### src/rtl/pattern_detector_param_if.sv
// Bus bundle for pattern_detector_param: sample strobe, serial data and count clear in,
// match indication, saturating count and history view out.
interface pattern_detector_param_if #(
    parameter int unsigned PATTERN_WIDTH = 2,
    parameter int unsigned COUNT_WIDTH   = 8
) ();
    logic                     enable;
    logic                     a;
    logic                     clear_count;
    logic                     match;
    logic [COUNT_WIDTH-1:0]   match_count;
    logic                     count_overflow;
    logic [PATTERN_WIDTH-1:0] history;

    modport master (
        output enable, a, clear_count,
        input  match, match_count, count_overflow, history
    );

    modport slave (
        input  enable, a, clear_count,
        output match, match_count, count_overflow, history
    );
endinterface

### src/rtl/pattern_detector_param.sv
// Parametrised serial pattern detector with Moore/Mealy output, overlap control and a
// saturating match counter with sticky overflow.
module pattern_detector_param #(
    parameter int unsigned              PATTERN_WIDTH = 2,
    parameter logic [PATTERN_WIDTH-1:0] PATTERN       = 2'b01,
    parameter bit                       MOORE         = 1'b1,
    parameter bit                       OVERLAP       = 1'b1,
    parameter int unsigned              COUNT_WIDTH   = 8
) (
    input logic                   clock,
    input logic                   reset,
    pattern_detector_param_if.slave bus
);

    localparam int unsigned FW = (PATTERN_WIDTH < 2) ? 1 : $clog2(PATTERN_WIDTH);
    localparam logic [FW-1:0]          FILL_MAX  = FW'(PATTERN_WIDTH - 1);
    localparam logic [FW-1:0]          FILL_ONE  = FW'(1);
    localparam logic [COUNT_WIDTH-1:0] COUNT_ONE = COUNT_WIDTH'(1);

    if (PATTERN_WIDTH < 2 || PATTERN_WIDTH > 32) begin : g_bad_width
        $error("pattern_detector_param: PATTERN_WIDTH must be in 2..32");
    end

    logic [PATTERN_WIDTH-1:0] history_q;
    logic [PATTERN_WIDTH-1:0] shifted;
    logic [FW-1:0]            fill_q;
    logic                     moore_q;
    logic [COUNT_WIDTH-1:0]   count_q;
    logic                     overflow_q;
    logic                     hit;

    // fill gates the compare so no match can form from bits left over before reset/restart
    always_comb begin
        shifted = {history_q[PATTERN_WIDTH-2:0], bus.a};
        hit     = bus.enable && (fill_q == FILL_MAX) && (shifted == PATTERN);
    end

    always_ff @(posedge clock or posedge reset) begin
        if (reset) begin
            history_q  <= '0;
            fill_q     <= '0;
            moore_q    <= 1'b0;
            count_q    <= '0;
            overflow_q <= 1'b0;
        end else begin
            if (bus.enable) begin
                history_q <= shifted;
                moore_q   <= hit;
                if (hit && (OVERLAP == 1'b0)) begin
                    fill_q <= '0;
                end else if (fill_q != FILL_MAX) begin
                    fill_q <= fill_q + FILL_ONE;
                end
            end
            // clear wins over a coincident event, which is then dropped
            if (bus.clear_count) begin
                count_q    <= '0;
                overflow_q <= 1'b0;
            end else if (hit) begin
                if (&count_q) begin
                    overflow_q <= 1'b1;
                end else begin
                    count_q <= count_q + COUNT_ONE;
                end
            end
        end
    end

    assign bus.match          = reset ? 1'b0 : (MOORE ? moore_q : hit);
    assign bus.match_count    = count_q;
    assign bus.count_overflow = overflow_q;
    assign bus.history        = history_q;

endmodule
### src/flat_wrapper.sv
// flat-port wrapper written by rule: the top's interface ports become plain ports
module pattern_detector_param_flat 
#(
    parameter int unsigned              PATTERN_WIDTH = 2,
    parameter logic [PATTERN_WIDTH-1:0] PATTERN       = 2'b01,
    parameter bit                       MOORE         = 1'b1,
    parameter bit                       OVERLAP       = 1'b1,
    parameter int unsigned              COUNT_WIDTH   = 8
)
  (clock, reset, bus_enable, bus_a, bus_clear_count, bus_match, bus_match_count, bus_count_overflow, bus_history);
  pattern_detector_param_if #(.PATTERN_WIDTH(PATTERN_WIDTH), .COUNT_WIDTH(COUNT_WIDTH)) bus_i ();
  input logic clock;
  input logic reset;
  input wire logic [$bits(bus_i.enable)-1:0] bus_enable;
  input wire logic [$bits(bus_i.a)-1:0] bus_a;
  input wire logic [$bits(bus_i.clear_count)-1:0] bus_clear_count;
  output wire logic [$bits(bus_i.match)-1:0] bus_match;
  output wire logic [$bits(bus_i.match_count)-1:0] bus_match_count;
  output wire logic [$bits(bus_i.count_overflow)-1:0] bus_count_overflow;
  output wire logic [$bits(bus_i.history)-1:0] bus_history;
  assign bus_i.enable = bus_enable;
  assign bus_i.a = bus_a;
  assign bus_i.clear_count = bus_clear_count;
  assign bus_match = bus_i.match;
  assign bus_match_count = bus_i.match_count;
  assign bus_count_overflow = bus_i.count_overflow;
  assign bus_history = bus_i.history;
  pattern_detector_param #(.PATTERN_WIDTH(PATTERN_WIDTH), .PATTERN(PATTERN), .MOORE(MOORE), .OVERLAP(OVERLAP), .COUNT_WIDTH(COUNT_WIDTH)) u_core (.clock(clock), .reset(reset), .bus(bus_i));
endmodule
### config.mk
export PLATFORM = sky130hd
export DESIGN_NAME = pattern_detector_param_flat
export DESIGN_NICKNAME = d
export VERILOG_FILES = /design/src/rtl/pattern_detector_param_if.sv /design/src/rtl/pattern_detector_param.sv /design/src/flat_wrapper.sv
export SDC_FILE = /design/constraint.sdc
export NUM_CORES = 1
export LEC_CHECK = 0
export BUFFER_PORTS_ARGS = -buffer_cell sky130_fd_sc_hd__buf_2
export CORE_MARGIN = 3
export CORE_UTILIZATION = 27
export CTS_CLUSTER_SIZE = 10
export DETAILED_ROUTE_END_ITERATION = 6
export PLACE_DENSITY = 0.52
export REMOVE_ABC_BUFFERS = 1
export SYNTH_ARGS = -nofsm -noshare
export SYNTH_HDL_FRONTEND = slang
export SYNTH_SLANG_ARGS = --single-unit
### constraint.sdc
create_clock -name clock -period 1.95 [get_ports clock]
set_clock_uncertainty 0.2 [all_clocks]
set_input_delay 0.585 -clock clock [delete_from_list [all_inputs] [get_ports clock]]
set_output_delay 0.585 -clock clock [all_outputs]
set_load 0.01 [all_outputs]
=== Word level (Yosys, flattened, before mapping) ===
Cells that the tools add are included.

* Output and inout bits: 12
* Input bits: 5
* Register bits after elaboration: 13

* Add/sub/neg operators: 2
* Reduce and logical (&&, ||, !) cells: 7
* Eq/ne operators: 2
* Muxes and demuxes: 8

{| class="wikitable"
|+ Operators by type and width
! kind !! count
|-
| 2-to-1 mux 8 bit || 3
|-
| adder 8 x 1 -> 8 bit, second input constant || 1
|-
| AND reduction 8 bit || 1
|-
| 2-to-1 mux 1 bit || 5
|-
| AND reduction 2 bit || 2
|-
| nonzero test 2 bit || 2
|-
| equality test 2 x 1 -> 1 bit, second input constant || 1
|-
| logical AND 1 bit || 2
|-
| != test 2 bit, second input constant || 1
|-
| adder 1 bit, second input constant || 1
|}

=== Depth between registers and ports, before layout ===
Gate-level depths: netlist of the first run.

* Depth in word-level cells: 4
* Mapped depth: 4

=== Worst setup path before layout of the first run ===
No wires, ideal clock.

* Path kind: flip-flop to flip-flop
* Start point: register u_core.count_q[0], in the netlist u_core.bus.match_count[0]
* End point: register u_core.count_q[0], in the netlist u_core.bus.match_count[0]
* Cell stages (with the launch flop): 5
* Library setup time: 0.125 ns
* Path buffers: 0
* Data required time: 1.625 ns
* Setup slack: 0.132 ns
* Data arrival time: 1.493 ns
* Clock period less this slack: 1.818 ns
* Cells stage by stage: dfrtp_1 ha_1 and4_1 a21oi_1 mux2_2

* Word-level cells in the longest chain between the ends: 4
* Elaborated cells between the ends (all ways): 7
* Classes of those cells: 1 x add/sub; 1 x eq/ne; 3 x mux; 2 x reduce/logical

{| class="wikitable"
|+ RTL lines
! what !! RTL line !! source
|-
| from (decl) || pattern_detector_param.sv:28 || <nowiki>logic [COUNT_WIDTH-1:0] count_q;</nowiki>
|-
| from (signal assigned) || pattern_detector_param.sv:63 || <nowiki>count_q <= count_q + COUNT_ONE;</nowiki>
|-
| adder 8 x 1 -> 8 bit || pattern_detector_param.sv:63 ||
|-
| 2-to-1 mux 8 bit || pattern_detector_param.sv:60 || <nowiki>if (&count_q) begin</nowiki>
|-
| 2-to-1 mux 8 bit || pattern_detector_param.sv:59 || <nowiki>end else if (hit) begin</nowiki>
|-
| 2-to-1 mux 8 bit || pattern_detector_param.sv:56 || <nowiki>if (bus.clear_count) begin</nowiki>
|}

Parallel ways exist; a longest one is shown, timed or not. The select of a mux whose other input is x is not followed.
A chain may end at the register's enable or synchronous reset.

=== Worst setup path in the final report of the first run ===
* Start point: register u_core.count_q[0], in the netlist u_core.bus.match_count[0]
* End point: output bus_match_count[0]

{| class="wikitable"
|+ RTL lines
! what !! RTL line !! source
|-
| to (decl) || flat_wrapper.sv:18 || <nowiki>output wire logic [$bits(bus_i.match_count)-1:0] bus_match_count;</nowiki>
|}

No word-level cell between the ends.

==> flow_metrics.env, run 1 <==
export IMPL_ir_drop_mv=0.265
export IMPL_synth_area_um2=673
export IMPL_finalPower_mw=0.513
export IMPL_drt_initial_drc_count=24
export IMPL_clockBufferDepth=2
export IMPL_port_buffers=16
export IMPL_dr_total_vias=600
export IMPL_r2r_start="u_core.bus.match_count[0]"
export IMPL_cts_resized_gates=0
export IMPL_avgSynthCellArea_um2=10.9
export IMPL_grt_max_degree=14
export IMPL_grt_use_total_pct=10.8
export IMPL_status="complete, no violations"
export IMPL_hpwl_mm=1.18
export IMPL_hold_viol_final=0
export IMPL_n_antenna_cell=0
export IMPL_critPathLaunchType="register"
export IMPL_tns_ns=0
export IMPL_worstHoldPathType="primary input to async pin"
export IMPL_final_cell_mix="buf_2, dfrtp_1, buf_4, nor2_1"
export IMPL_cap_violations=0
export IMPL_rsz0062_at_grt="false"
export IMPL_finalSetupViolCount=0
export IMPL_root_buffer="clkbuf_4"
export IMPL_clkSlewWorstSetupHoldPaths_ns=0.09
export IMPL_reg2reg_depth=4
export IMPL_cts_sinks=13
export IMPL_p_leak_nw=0.390
export IMPL_final_util_pct=37.0
export IMPL_boundaryPins=17
export IMPL_area_delta_synth_final_pct=26.2
export IMPL_final_common_cell="buf_2"
export IMPL_dr_pass1_iters=4
export IMPL_ant_nets=0
export IMPL_drt_total_wl_mm=1.57
export IMPL_dieArea_mm2=0.00313
export IMPL_grt_antenna_before_repair=0
export IMPL_core_area_mm2=0.00230
export IMPL_row_count=17
export IMPL_fin_nets=93
export IMPL_yosysWarnings=0
export IMPL_r2r_slack_ns=0.23
export IMPL_vias_per_cell=5.26
export IMPL_register_area_um2=325
export IMPL_die_h_um=55.9
export IMPL_drive_gt1_share_pct=37.2
export IMPL_fmax_ghz=0.572
export IMPL_arrival_ns=0.96
export IMPL_critPathRequiredTime_ns=1.16
export IMPL_clock_latency_ns=0.28
export IMPL_grt_pass1_vias=618
export IMPL_reg2reg_to="u_core.bus.match_count[0]"
export IMPL_ys_ff_latch=13
export IMPL_fin_crit_sh_pct=89.7
export IMPL_cts_max_level=1
export IMPL_tightest_slew_ns=0.518
export IMPL_ys_types=28
export IMPL_cts_setup_buffers=0
export IMPL_multi_input_area_um2=322
export IMPL_maxSlewHeadroom_pct=65.4
export IMPL_period_needed_ns=1.75
export IMPL_initial_core_util_pct=29.3
export IMPL_nFillCells=249
export IMPL_netlist_instances=62
export IMPL_hold_buffers=0
export IMPL_drc=0
export IMPL_cp_max_fo=6
export IMPL_wl_per_cell_um=13.7
export IMPL_numCtsBuffers=3
export IMPL_grt_overflow=0
export IMPL_grt_pass1_wl_mm=2.68
export IMPL_finalMaxSlewViolations=0
export IMPL_critPathKind="register to primary output"
export IMPL_fp_dieW_um=55.9
export IMPL_synth_seq_area_share_pct=48.3
export IMPL_place_congestion=0.782
export IMPL_end_kind="primary output"
export IMPL_cts_tree="built"
export IMPL_cellPowerDensity_mw_per_mm2=604
[cell usage after synthesis (all sizes together)]
| cell type | n | share of area [%] |
|---|---|---|
| o2111a | 1 | 1.7 |
| a41oi | 3 | 3.9 |
| inv | 4 | 2.2 |
| buf | 1 | 1.1 |
| o21ai | 1 | 0.74 |
| and2 | 1 | 0.93 |
| nor3 | 2 | 1.5 |
| and3 | 1 | 0.93 |
| nand2 | 3 | 1.7 |
| ha | 1 | 1.9 |
| clkbuf | 1 | 0.56 |
| dfrtp | 13 | 48 |
| a311oi | 4 | 5.2 |
| a21oi | 2 | 1.5 |
| nand3 | 2 | 1.5 |
| nor4 | 1 | 0.93 |
| a31oi | 2 | 1.9 |
| and4 | 2 | 2.6 |
| and4b | 1 | 1.7 |
| o41a | 1 | 1.7 |
| mux2i | 1 | 1.5 |
| nor2 | 5 | 2.8 |
| nor2b | 1 | 0.93 |
| nand4b | 1 | 3.5 |
| nand2b | 2 | 1.9 |
| or2 | 1 | 0.93 |
| mux2 | 3 | 5.0 |
| a211oi | 1 | 1.1 |
[final cells by class]
cell class,count,share of cell area (%)
timing repair buffer,22,14.7
sequential,13,38.3
clock inverter,1,0.589
clock buffer,3,2.65
tap,28,4.12
inverter,4,1.77
multi-input combinational,43,37.8
[state kept, by name, indices dropped and copies added (netlist names)]
| register | count |
|---|---|
| u_core.bus.history | 2 |
| u_core.bus.count_overflow | 1 |
| u_core.fill_q | 1 |
| u_core.moore_q | 1 |
| u_core.bus.match_count | 8 |
[worst max path at each step]
| stage | start | to | cells after the start |
|---|---|---|---|
| after floorplan | u_core.bus.match_count[0] | u_core.bus.match_count[0] | 4 |
| after global placement | bus_enable | u_core.bus.match_count[7] | 4 |
| after detailed placement | bus_enable | u_core.bus.match_count[7] | 4 |
| after CTS | u_core.bus.match_count[0] | bus_match_count[0] | 2 |
| after global routing | u_core.bus.match_count[0] | bus_match_count[0] | 2 |
| final | u_core.bus.match_count[0] | bus_match_count[0] | 2 |
[per-stage QoR]
| step | cells | hold slack (ns) | instance area [um^2] | setup slack, ns |
|---|---|---|---|---|
| 3_5_place_dp | 110 | 0.305 | 822 | 0.0856 |
| 3_3_place_gp | 110 | 0.292 | 822 | 0.131 |
| 5_1_grt | 114 | 0.154 | 850 | 0.154 |
| 6_report | 114 | 0.128 | 850 | 0.202 |
| 4_1_cts | 114 | 0.130 | 850 | 0.179 |
| 2_1_floorplan | 60 | 0.262 | 662 | 0.132 |
[critical path: stages, from the launching register on]
cell and delay [ns]:
dfrtp_1 0.39, buf_4 0.16, buf_2 0.13
[layer usage]
metal	part of all wire, %	wire length [um]	GRT usage (%)
met1	44	693	12.6
met2	51	794	18.1
met3	3.5	54	1.86
met4	1.5	23	7.12
met5	0	0	0
[where the power goes]
group / internal [mW] / switching [mW]
combinational: 0.0259 / 0.0315
clock: 0.0763 / 0.0968
sequential: 0.278 / 0.00473
[cell families after synthesis]
kind of cell / synth area share [%]
multiplexers: 6.51
adder cells (fa/ha/maj): 1.86
AO/OA/AOI/OAI: 17.7
buffers and inverters: 3.90
flip-flops: 48.3
AND/OR/NAND/NOR: 21.8
Power figures use the tool's default switching activity.
==> run 2: changes to the inputs <==
ABC_AREA = 1   (was not set)
==> run 2 against run 1 <==
  * Combinational power increased by 27%
  * Global-route usage down 1.1 points
  * Count of clock-buffer cells in the layout up 1
  * Hold slack improved by 0.0019 ns
  * Clock power is 7% lower
  * Design area shrank 2.5%
  * Largest cell class unchanged
==> flow_metrics.env, run 2 <==
export IMPL_yosysWarnings=0
export IMPL_maxSlewHeadroom_pct=67.8
export IMPL_cts_max_level=1
export IMPL_cts_resized_gates=0
export IMPL_wl_met3_um=69
export IMPL_cap_violations=0
export IMPL_dieArea_mm2=0.00320
export IMPL_clkSlewWorstSetupHoldPaths_ns=0.08
export IMPL_wl_per_cell_um=10.1
export IMPL_fmax_ghz=0.588
export IMPL_end_kind="primary output"
export IMPL_setup_worst_path_start="u_core.bus.match_count[5]"
export IMPL_synth_seq_area_share_pct=47.1
export IMPL_status="complete, no violations"
export IMPL_grt_antenna_before_repair=0
export IMPL_final_common_cell="nand2_1"
export IMPL_tns_ns=0
export IMPL_area_delta_synth_final_pct=19.9
export IMPL_highest_layer="met4"
export IMPL_hpwl_mm=1.10
export IMPL_clock_latency_ns=0.27
export IMPL_avgSynthCellArea_um2=7.51
export IMPL_synth_edff_count=0
export IMPL_m1WireLength_um=696
export IMPL_root_buffer="clkbuf_4"
export IMPL_synth_most_common_cell="nand2_1"
export IMPL_rsz0062_at_grt="false"
export IMPL_cp_max_fo=7
export IMPL_ys_types=17
export IMPL_clockBufferDepth=2
export IMPL_tightest_slew_ns=0.482
export IMPL_boundaryPins=17
export IMPL_vias_per_cell=4.47
export IMPL_critPathKind="register to primary output"
export IMPL_ys_flop_type="dfrtp_1"
export IMPL_critPathRequiredTime_ns=1.16
export IMPL_grt_pass1_vias=580
export IMPL_dr_pass1_iters=4
export IMPL_cellPowerDensity_mw_per_mm2=641
export IMPL_cpMaxStageDelayCell="dfrtp_1"
export IMPL_place_congestion=0.772
export IMPL_p_leak_nw=0.429
export IMPL_hold_viol_final=0
export IMPL_grt_overflow=0
export IMPL_cts_tree="built"
export IMPL_finalSetupViolCount=0
export IMPL_critPathBufInv=1
export IMPL_netlist_instances=92
export IMPL_synth_common_cells="nand2_1, dfrtp_1, inv_1"
export IMPL_drc=0
export IMPL_drt_total_wl_mm=1.42
export IMPL_ant_nets=0
export IMPL_drive_gt1_share_pct=22.3
export IMPL_synthTopCellsByArea="dfrtp_1, nand2_1, inv_1"
export IMPL_cp_cell_sequence="buf_2"
export IMPL_final_cell_mix="nand2_1, buf_2, inv_1, dfrtp_1, nor2_1"
export IMPL_grt_use_total_pct=9.71
export IMPL_critPathLaunchType="register"
export IMPL_die_h_um=56.6
export IMPL_core_area_mm2=0.00232
export IMPL_cts_setup_buffers=0
export IMPL_hold_buffers=0
export IMPL_grt_pass1_wl_mm=2.44
export IMPL_r2r_start="u_core.bus.match_count[0]"
export IMPL_drt_initial_drc_count=13
export IMPL_ir_drop_mv=0.343
export IMPL_synth_top_area_share_pct=47.1
export IMPL_grt_max_degree=14
export IMPL_async_reset_ff_share_pct=100
export IMPL_largest_reg_flops=8
export IMPL_fin_nets=119
export IMPL_dr_wl_met2_um=637
export IMPL_n_antenna_cell=0
export IMPL_fin_crit_sh_pct=87.2
export IMPL_finalMaxSlewViolations=0
export IMPL_critPathTopFamily="flip-flops"
export IMPL_fp_dieW_um=56.6
export IMPL_cts_sinks=13
export IMPL_synth_area_um2=691
export IMPL_yosysTopAreaCell="dfrtp_1"
export IMPL_numCtsBuffers=3
export IMPL_final_util_pct=35.7
export IMPL_critPathMaxStageDelay_ns=0.47
export IMPL_arrival_ns=0.92
export IMPL_period_needed_ns=1.70
export IMPL_port_buffers=16
export IMPL_worstHoldPathType="primary input to async pin"
export IMPL_ys_ff_latch=13
export IMPL_dr_total_vias=626
export IMPL_row_count=17
export IMPL_initial_core_util_pct=29.8
[run 2: final timing paths]
path / slack [ns] / depth (start not counted) / end
max: 0.25 / 1 / bus_match_count[5]
min: 0.13 / 2 / u_core.bus.match_count[4]
max reg2reg: 0.38 / 8 / u_core.bus.match_count[6]
min reg2reg: 0.28 / 1 / u_core.bus.history[1]
max in group asynchronous: 1.09 / 2 / u_core.bus.match_count[1]
min in group clock: 0.28 / 1 / u_core.bus.history[1]
[run 2: power by group]
part / internal (mW) / switching, mW / leakage, nW
clock network: 0.0791 / 0.0817 / 0.0150
registers: 0.284 / 0.0129 / 0.169
logic: 0.0291 / 0.0438 / 0.245
[run 2: stage by stage]
| stage | power, mW | setup slack [ns] | std cells | cell area [um^2] | hold slack, ns |
|---|---|---|---|---|---|
| floorplan | 0.345 | 0.411 | 91 | 679 | 0.262 |
| global placement | 0.376 | 0.270 | 136 | 802 | 0.260 |
| detailed placement | 0.377 | 0.259 | 136 | 802 | 0.273 |
| CTS | 0.544 | 0.234 | 140 | 828 | 0.146 |
| global route | 0.566 | 0.186 | 140 | 828 | 0.165 |
| finish | 0.531 | 0.249 | 140 | 828 | 0.130 |
[run 2: cell type report]
class	count	area, um^2
well taps	28	35.0
inverters	13	48.8
multi-input cells	65	305
fillers	256	1490
flip-flops and latches	13	325
clock buffers	4	26.3
repair buffers	17	87.6
[run 2: kinds of logic (layout without fill, tap and decap cells)]
family,Yosys count,count (layout),share of synthesized area (%)
adders and majority gates,1,1,1.81
xor gates and xnor gates,1,1,1.27
and+or+nand+nor,49,49,30.3
buffers and inverters,14,34,8.70
AOI/OAI and AO/OA,14,14,10.9
DFF,13,13,47.1
[run 2: layer usage]
metal | up-vias | track usage (%)
met4 | 0 | 5.08
met5 | - | 0
li1 | 329 | -
met2 | 10 | 14.9
met3 | 2 | 3.45
met1 | 285 | 11.9
==> run 3: changes to the inputs <==
PLACE_DENSITY = 0.48   (was 0.52)
==> run 3 against run 2 <==
  * Power rose by 0.85%
  * Largest cell class unchanged
  * Core utilization fell by 0.32 points
  * Critical path type unchanged
  * Cell count is 0.71% lower
  * First-iteration DRC count rose by 23%
  * Hold slack got worse by 0.00096 ns
  * Wire length grew 2.6%
  * Die area unchanged
  * Design area shrank 0.91%
==> flow_metrics.env, run 3 (synthesized netlist as in run 2, its figures left out) <==
export IMPL_wl_per_cell_um=10.5
export IMPL_drt_total_wl_mm=1.46
export IMPL_maxSlewHeadroom_pct=66.7
export IMPL_clockBufferDepth=2
export IMPL_grt_max_degree=14
export IMPL_cts_tree="built"
export IMPL_die_h_um=56.6
export IMPL_cp_depth=1
export IMPL_critPathLaunchType="register"
export IMPL_finalMaxSlewViolations=0
export IMPL_grt_pass1_vias=621
export IMPL_final_common_cell="nand2_1"
export IMPL_grt_use_total_pct=10.5
export IMPL_clkSlewWorstSetupHoldPaths_ns=0.08
export IMPL_hold_viol_final=0
export IMPL_period_needed_ns=1.70
export IMPL_critPathTopFamily="flip-flops"
export IMPL_ant_nets=0
export IMPL_rsz0062_at_grt="false"
export IMPL_dieArea_mm2=0.00320
export IMPL_hold_buffers=0
export IMPL_cp_cell_sequence="buf_2"
export IMPL_fin_crit_sh_pct=87.4
export IMPL_place_congestion=0.732
export IMPL_n_antenna_cell=0
export IMPL_largest_reg_flops=8
export IMPL_cts_sinks=13
export IMPL_clock_latency_ns=0.28
export IMPL_grt_pass1_wl_mm=2.66
export IMPL_critPathRequiredTime_ns=1.16
export IMPL_r2r_start="u_core.bus.match_count[0]"
export IMPL_cellPowerDensity_mw_per_mm2=652
export IMPL_p_leak_nw=0.424
export IMPL_r2r_slack_ns=0.37
export IMPL_drive_gt1_share_pct=21.6
export IMPL_drc=0
export IMPL_hpwl_mm=1.10
export IMPL_dr_pass1_iters=5
export IMPL_core_area_mm2=0.00232
export IMPL_ir_drop_mv=0.409
export IMPL_critPathBufInv=1
export IMPL_arrival_ns=0.92
export IMPL_tns_ns=0
export IMPL_cp_max_fo=7
export IMPL_worstHoldPathType="primary input to async pin"
export IMPL_cts_max_level=1
export IMPL_fin_nets=118
export IMPL_reg2reg_to="u_core.bus.match_count[6]"
export IMPL_cpMaxStageDelayCell="dfrtp_1"
export IMPL_cap_violations=0
export IMPL_cts_resized_gates=0
export IMPL_numCtsBuffers=3
export IMPL_fp_dieW_um=56.6
export IMPL_grt_overflow=0
export IMPL_cts_setup_buffers=0
export IMPL_area_delta_synth_final_pct=18.8
export IMPL_finalSetupViolCount=0
export IMPL_fin_ws_ns=0.246
export IMPL_fmax_ghz=0.587
export IMPL_row_count=17
export IMPL_status="complete, no violations"
export IMPL_critPathKind="register to primary output"
export IMPL_setup_worst_path_start="u_core.bus.match_count[5]"
export IMPL_grt_antenna_before_repair=0
export IMPL_drt_initial_drc_count=16
export IMPL_final_cell_mix="nand2_1, buf_2, inv_1, dfrtp_1, nor2_1"
export IMPL_port_buffers=16
export IMPL_vias_per_cell=4.47
export IMPL_end_kind="primary output"
export IMPL_initial_core_util_pct=29.8
export IMPL_boundaryPins=17
export IMPL_post_place_ws_ns=0.262
export IMPL_tightest_slew_ns=0.499
export IMPL_cp_endpoint="bus_match_count[5]"
export IMPL_root_buffer="clkbuf_4"
export IMPL_critPathMaxStageDelay_ns=0.47
export IMPL_dr_total_vias=621
export IMPL_reg2reg_depth=8
-- run 3: cell types whose count changed in the layout (fill, tap and decap cells not counted), sizes merged --
cell,before,now
buf,17,16
-- run 3: power breakdown --
group          total (mW)  internal, mW  switching (mW)  leakage (nW)
clock network       0.166        0.0794          0.0868        0.0150
logic              0.0721        0.0282          0.0438         0.240
registers           0.297         0.284          0.0129         0.169
total               0.535         0.392           0.144         0.424
-- run 3: routing by layer --
layer	track usage, %	routed length (um)	share of wire (%)
met5	0	0	0
met4	3.05	11	0.76
met3	4.60	85	5.8
met2	15.5	651	45
met1	13.7	707	49
-- run 3: metrics by stage --
| stage | instance area (um^2) | instances | utilization (%) | hold WS [ns] | power (mW) |
|---|---|---|---|---|---|
| global route | 821 | 139 | 35.4 | 0.165 | 0.572 |
| floorplan | 679 | 91 | - | 0.262 | 0.345 |
| global placement | 795 | 135 | 34.3 | 0.258 | 0.375 |
| detailed placement | 795 | 135 | 34.3 | 0.271 | 0.377 |
| CTS | 821 | 139 | 35.4 | 0.146 | 0.546 |
| finish | 821 | 139 | 35.4 | 0.129 | 0.535 |
-- run 3: worst min path at each step --
stage                                      endpoint  slack, ns  cells after the start
final                                 u_core.fill_q       0.13                      2
after global routing                 u_core.moore_q       0.17                      2
after CTS                             u_core.fill_q       0.15                      2
after detailed placement      u_core.bus.history[1]       0.27                      1
after global placement        u_core.bus.history[1]       0.26                      1
after floorplan           u_core.bus.count_overflow       0.26                      1
-- run 3: area by class of cell --
class	count	area, um^2
repair buffers	16	80.1
fillers	254	1500
flip-flops and latches	13	325
clock buffers	4	26.3
inverters	13	48.8
multi-input cells	65	305
well taps	28	35.0
